`src/rtl/sram_ctrl_pkg.sv`:
```
// ============================================================================
// Package : sram_ctrl_pkg
// Brief   : Shared types and constants for the sram port arbiter slice.
// Rev     : 1.0
// ============================================================================
`default_nettype none

package sram_ctrl_pkg;

  localparam int DEF_DATA_WIDTH = 64;
  localparam int DEF_ADDR_WIDTH = 9;

  typedef enum logic [0:0] {
    ST_CLEAR = 1'b0,
    ST_RUN   = 1'b1
  } state_e;

  localparam logic REQ_A = 1'b0;
  localparam logic REQ_B = 1'b1;

endpackage

`default_nettype wire

```
`src/rtl/rr_arbiter2.sv`:
```
// ============================================================================
// Module : rr_arbiter2
// Brief  : Two-way round-robin arbiter; the requester not granted last wins ties.
// Rev    : 1.0
// ============================================================================
`default_nettype none

module rr_arbiter2
  import sram_ctrl_pkg::*;
(
  input  logic       clock,
  input  logic       reset,
  input  logic [1:0] req,
  input  logic       accept,
  output logic [1:0] gnt
);

  logic last_q;
  logic last_d;

  always_comb begin
    gnt = 2'b00;
    if (req[0] && (!req[1] || (last_q == REQ_B))) begin
      gnt = 2'b01;
    end else if (req[1]) begin
      gnt = 2'b10;
    end
  end

  always_comb begin
    last_d = last_q;
    if (accept && (gnt != 2'b00)) begin
      last_d = gnt[1] ? REQ_B : REQ_A;
    end
  end

  // Reset to B so that the first contested grant goes to A.
  always_ff @(posedge clock) begin
    if (reset) begin
      last_q <= REQ_B;
    end else begin
      last_q <= last_d;
    end
  end

endmodule

`default_nettype wire

```
`src/rtl/sram_port_arbiter.sv`:
```
// ============================================================================
// Module : sram_port_arbiter
// Brief  : Shares one single-port sram between requesters A and B with
//          round-robin grant and 1-cycle read response routing.
//          Optional post-reset array clear: define SRAM_CLEAR_EN.
// Rev    : 1.0
// ============================================================================
`default_nettype none

module sram_port_arbiter
  import sram_ctrl_pkg::*;
#(
  parameter int DATA_WIDTH = DEF_DATA_WIDTH,
  parameter int ADDR_WIDTH = DEF_ADDR_WIDTH
) (
  input  logic                  clock,
  input  logic                  reset,
  input  logic                  a_req_valid,
  output logic                  a_req_ready,
  input  logic                  a_req_we,
  input  logic [ADDR_WIDTH-1:0] a_req_addr,
  input  logic [DATA_WIDTH-1:0] a_req_wdata,
  input  logic [DATA_WIDTH-1:0] a_req_wmask,
  output logic                  a_resp_valid,
  output logic [DATA_WIDTH-1:0] a_resp_rdata,
  input  logic                  b_req_valid,
  output logic                  b_req_ready,
  input  logic                  b_req_we,
  input  logic [ADDR_WIDTH-1:0] b_req_addr,
  input  logic [DATA_WIDTH-1:0] b_req_wdata,
  input  logic [DATA_WIDTH-1:0] b_req_wmask,
  output logic                  b_resp_valid,
  output logic [DATA_WIDTH-1:0] b_resp_rdata,
  output logic                  sram_ce,
  output logic                  sram_we,
  output logic [ADDR_WIDTH-1:0] sram_waddr,
  output logic [ADDR_WIDTH-1:0] sram_raddr,
  output logic [DATA_WIDTH-1:0] sram_din,
  output logic [DATA_WIDTH-1:0] sram_wmask,
  input  logic [DATA_WIDTH-1:0] sram_dout
);

  logic                  run;
  logic                  clearing;
  logic [ADDR_WIDTH-1:0] clr_addr;
  logic [1:0]            gnt;
  logic                  a_pend_q;
  logic                  a_pend_d;
  logic                  b_pend_q;
  logic                  b_pend_d;

`ifdef SRAM_CLEAR_EN
  state_e                state_q;
  state_e                state_d;
  logic [ADDR_WIDTH-1:0] clr_cnt_q;
  logic [ADDR_WIDTH-1:0] clr_cnt_d;

  // Counter parks on all-ones; the state change ends the walk, so no wrap.
  always_comb begin
    state_d   = state_q;
    clr_cnt_d = clr_cnt_q;
    if (state_q == ST_CLEAR) begin
      if (&clr_cnt_q) begin
        state_d = ST_RUN;
      end else begin
        clr_cnt_d = clr_cnt_q + 1'b1;
      end
    end
  end

  always_ff @(posedge clock) begin
    if (reset) begin
      state_q   <= ST_CLEAR;
      clr_cnt_q <= '0;
    end else begin
      state_q   <= state_d;
      clr_cnt_q <= clr_cnt_d;
    end
  end

  assign run      = (state_q == ST_RUN);
  assign clearing = !reset && (state_q == ST_CLEAR);
  assign clr_addr = clr_cnt_q;
`else
  assign run      = 1'b1;
  assign clearing = 1'b0;
  assign clr_addr = '0;
`endif

  rr_arbiter2 u_rr (
    .clock  (clock),
    .reset  (reset),
    .req    ({b_req_valid, a_req_valid} & {2{run && !reset}}),
    .accept (|gnt),
    .gnt    (gnt)
  );

  assign a_req_ready = gnt[0];
  assign b_req_ready = gnt[1];

  always_comb begin
    sram_ce    = 1'b0;
    sram_we    = 1'b0;
    sram_waddr = '0;
    sram_raddr = '0;
    sram_din   = '0;
    sram_wmask = '0;
    if (clearing) begin
      sram_ce    = 1'b1;
      sram_we    = 1'b1;
      sram_waddr = clr_addr;
      sram_raddr = clr_addr;
      sram_wmask = '1;
    end else if (gnt[0]) begin
      sram_ce    = 1'b1;
      sram_we    = a_req_we;
      sram_waddr = a_req_addr;
      sram_raddr = a_req_addr;
      sram_din   = a_req_wdata;
      sram_wmask = a_req_wmask;
    end else if (gnt[1]) begin
      sram_ce    = 1'b1;
      sram_we    = b_req_we;
      sram_waddr = b_req_addr;
      sram_raddr = b_req_addr;
      sram_din   = b_req_wdata;
      sram_wmask = b_req_wmask;
    end
  end

  // sram_dout is only meaningful the cycle after a granted read; the
  // pending flags alone mark that cycle.
  always_comb begin
    a_pend_d = gnt[0] && !a_req_we;
    b_pend_d = gnt[1] && !b_req_we;
  end

  always_ff @(posedge clock) begin
    if (reset) begin
      a_pend_q <= 1'b0;
      b_pend_q <= 1'b0;
    end else begin
      a_pend_q <= a_pend_d;
      b_pend_q <= b_pend_d;
    end
  end

  assign a_resp_valid = a_pend_q && !reset;
  assign b_resp_valid = b_pend_q && !reset;
  assign a_resp_rdata = a_resp_valid ? sram_dout : '0;
  assign b_resp_rdata = b_resp_valid ? sram_dout : '0;

endmodule

`default_nettype wire

```
`config.mk`:
```
export PLATFORM = sky130hd
export DESIGN_NAME = sram_port_arbiter
export DESIGN_NICKNAME = d
export VERILOG_FILES = /design/src/rtl/sram_ctrl_pkg.sv /design/src/rtl/rr_arbiter2.sv /design/src/rtl/sram_port_arbiter.sv
export SDC_FILE = /design/constraint.sdc
export NUM_CORES = 1
export LEC_CHECK = 0
export CAP_MARGIN = 0
export CORE_AREA = 10 10 233 235
export CTS_BUF_LIST = sky130_fd_sc_hd__clkbuf_2
export DETAILED_ROUTE_END_ITERATION = 8
export DIE_AREA = 0 0 243 245
export GPL_ROUTABILITY_DRIVEN = 0
export PLACE_DENSITY_LB_ADDON = 0.15
export SYNTH_ARGS = -nofsm -noshare
export SYNTH_HDL_FRONTEND = slang
export SYNTH_SLANG_ARGS = --single-unit
```
`constraint.sdc`:
```
create_clock -name clock -period 1.2 [get_ports clock]
set_clock_uncertainty 0.05 [all_clocks]
set_input_delay 0.12 -clock clock [delete_from_list [all_inputs] [get_ports clock]]
set_output_delay 0.12 -clock clock [all_outputs]
set_load 0.01 [all_outputs]
```
==> summary.md <==
| Metric | Value |
|---|---|
| Largest net degree at the start of global routing | 43 |
| Yosys warns | 0 |
| Syn_nets | 851 |
| Gr ovfl total | 0 |
| Synth Area in Simple Gates | 43.1% |
| Routed wire length | 49200 um |
| I/O Pins | 624 |
| RSZ-0062 raised after global routing | yes |
| Global-route wire length before repair | 62900 um |
| Syn Inst Count | 507 |
| Hold path depth | 2 |
| Critical R2R Launch | u_rr.last_q |
| Net Sw Power | 1.87 mW |
| Cell row count | 82 |
| F_max | 0.544 GHz |
| Sequential share of power | 2.4% |
| Area of the multi-input gates | 3630 sq um |
| Starting Density | 6.50% |
| Commonest cells in the netlist | nor2_1, a32oi_1, and2_1, buf_2, clkbuf_1 |
| Cell with the most instances after synthesis | nor2_1 |
| Synth area leader | a32oi_1 |
| Num Clock Sinks | 3 |
| Die W | 243 um |
| CTS Buf Count | 3 |
| Clk slew on worst S/H paths | 50 ps |
| Seq/Total Area, Yosys | 1.86% |
| Failing checks | setup timing |
| Register area | 66.3 sq um |
| Worst Reg-to-Reg Cells | 5 |
| Synth Flop Type | dfxtp_1 |
| R2r setup slk | -220 ps |
| Top cells by area, synth | a32oi_1, and2_1, nor2_1, buf_6, buf_2 |
| #FFs+latches synth | 3 |
| Mux cell area share after synthesis | 0% |
| Total negative setup slack | -112960 ps |
| Main combinational cell family by area after synthesis | simple AND/OR/NAND/NOR gates |
| Comb pwr share | 94.5% |
| Post-synthesis cell type count | 16 |
| Number of global-route vias before repair | 7537 |
| CP Class | reg -> out |
| H-tree depth | 1 |
| Final setup viols | 280 |
| Fillcell total | 5521 |
| Initial antenna violation count | 17 |
| Pwr per Cell Area | 361 nW/um^2 |
| Post-synth ARST share | 0% |
| Worst min path class | in -> reg |
| PortBufs | 623 |
| Worst EP arrival | 1670 ps |
| Hpwl dp | 36100 um |
| Req. time, crit path | 1030 ps |
| Synth top area share | 37.5% |
| Total iterations of the first detailed-routing run | 4 |
| HP Start | reset |
| Proportion of layout cells with a drive suffix above 1 | 54.6% |
| WHS Endpoint | u_rr.last_q |
| Die H | 245 um |
| Max Slew Vio Count | 0 |
| Root buffer cell | clkbuf_2 |
| DRC viols | 0 |
| Status | complete, but fails checks |
| Slew @ Worst Pin | 296 ps |
| Peak supply drop | 0.153 mV |
| Clk network pwr share | 3.1% |
| Max-Cap Viols | 0 |
| Synth Area in Adders | 0% |
| Sw Share | 40.2% |
| CTS tree | yes |
| # nets final | 1539 |
| Synth Area in XOR/XNOR | 0% |
| CP endpoint kind | output port |
| CP Max Fanout | 8 |
| Worst skew pair latency | 210 ps |
| Vias/cell | 3.83 |
| Routed len/inst | 26.3 um |
| Period utilization | 153% |
| Worst setup margin | -638 ps |
| Total number of vias | 7151 |
| R2r endpoint | a_pend_q |
| EDFF count, synth | 0 |
| Initial DRC count | 193 |
| Relative slew slack | 80.3% |
| Synth Area in Compound Gates | 37.8% |
| Final ANT Viol Nets | 0 |
| Core ar. | 49700 sq um |
| CTS Hold Bufs | 0 |
| Tmin final | 1840 ps |
| CTS Buffer Depth | 2 |
| Layout area overhead | 299% |
| Avg Inst Size Synth | 6.36 sq um |
| Hold Vio Cnt, Final | 0 |
| Die area | 59500 sq um |
| Post-synth design cell area | 3230 sq um |
| Final core utilization | 25.9% |
| Static leakage | 5.39 nW |
| Total track usage | 14.6% |
| Crit path launch type | flop |
| Internal | 2.78 mW |
-- state kept, by name (all words and copies together), names as in the netlist --
register and count:
a_pend_q 1, b_pend_q 1, u_rr.last_q 1
-- cell type report --
type,instances,area share [%]
clock buffer,4,0.155
timing repair buffer,769,64.5
multi-input combinational,418,28.2
tap,672,6.53
sequential,3,0.515
antenna,3,0.0583
-- layout by cell type, fill, tap and decap left out --
master           count
and2_4             126
nand2_1              1
nand2_2              1
nor2_4               4
clkbuf_2             5
bufbuf_16            2
dfxtp_4              1
nand2b_4             1
a21boi_4             1
a32oi_2             61
nand3b_1             1
buf_4               29
clkdlybuf4s50_1    340
buf_6              168
a32oi_4              8
a32oi_1             69
clkbuf_16           10
dfxtp_2              2
nor2b_4              3
nand2b_1             1
buf_16              26
nor2_1             126
and3b_2              1
dlygate4sd2_1        1
and2_1               2
buf_8               13
buf_2              135
buf_12              44
nor2_2              11
nor3_1               1
diode_2              3
-- power groups by stage --
stage	logic [mW]	clock network, mW	registers, mW
final	4.39	0.144	0.111
after global routing	4.63	0.158	0.111
after CTS	4.03	0.149	0.111
after detailed placement	3.51	0	0.113
after global placement	3.53	0	0.113
after floorplan	1.08	0	0.111
-- worst max path at each step --
stage | from | to | slack [ps] | depth (start not counted)
detailed placement | b_req_valid | sram_din[4] | -1120 | 7
floorplan | u_rr.last_q | sram_waddr[0] | -110 | 6
CTS | u_rr.last_q | sram_wmask[2] | -650 | 8
finish | u_rr.last_q | sram_wmask[24] | -640 | 7
global route | u_rr.last_q | sram_wmask[24] | -700 | 7
global placement | b_req_valid | sram_din[4] | -1120 | 7
-- metal layers --
layer,wire length [um],global-route usage [%]
met1,17800,14.7
met2,26700,29.1
met3,3640,4.94
met4,949,1.80
met5,34,0
-- worst max-delay path, stage by stage, from the launching register on --
cell	delay, ps
dfxtp_4	360
nand2b_4	230
buf_12	190
buf_12	130
buf_8	130
a32oi_1	200
nor2_1	60
buf_2	140
-- kinds of logic after synthesis --
logic type,Yosys count
flops,3
compound gates,139
simple gates,279
buf+inv,86
-- per-stage QoR --
step / hold WS (ps) / power [mW] / std cells / worst slack, ps / area, sq um
floorplan: 142 / 1.19 / 507 / -105 / 3270
global placement: 468 / 3.64 / 1764 / -1120 / 10500
detailed placement: 478 / 3.63 / 1764 / -1120 / 10500
CTS: 304 / 4.28 / 1845 / -648 / 11400
global route: 315 / 4.90 / 1868 / -704 / 12900
finish: 324 / 4.64 / 1869 / -638 / 12900
-- timing repair --
item	4_1_cts	5_1_grt
pin swaps	113	146
cloned	30	10
setup buffers	52	27
gates resized for setup	1209	404
endpoints found under the setup margin	281	282
hold endpoints to repair	0	0
Power figures use the tool's default switching activity.
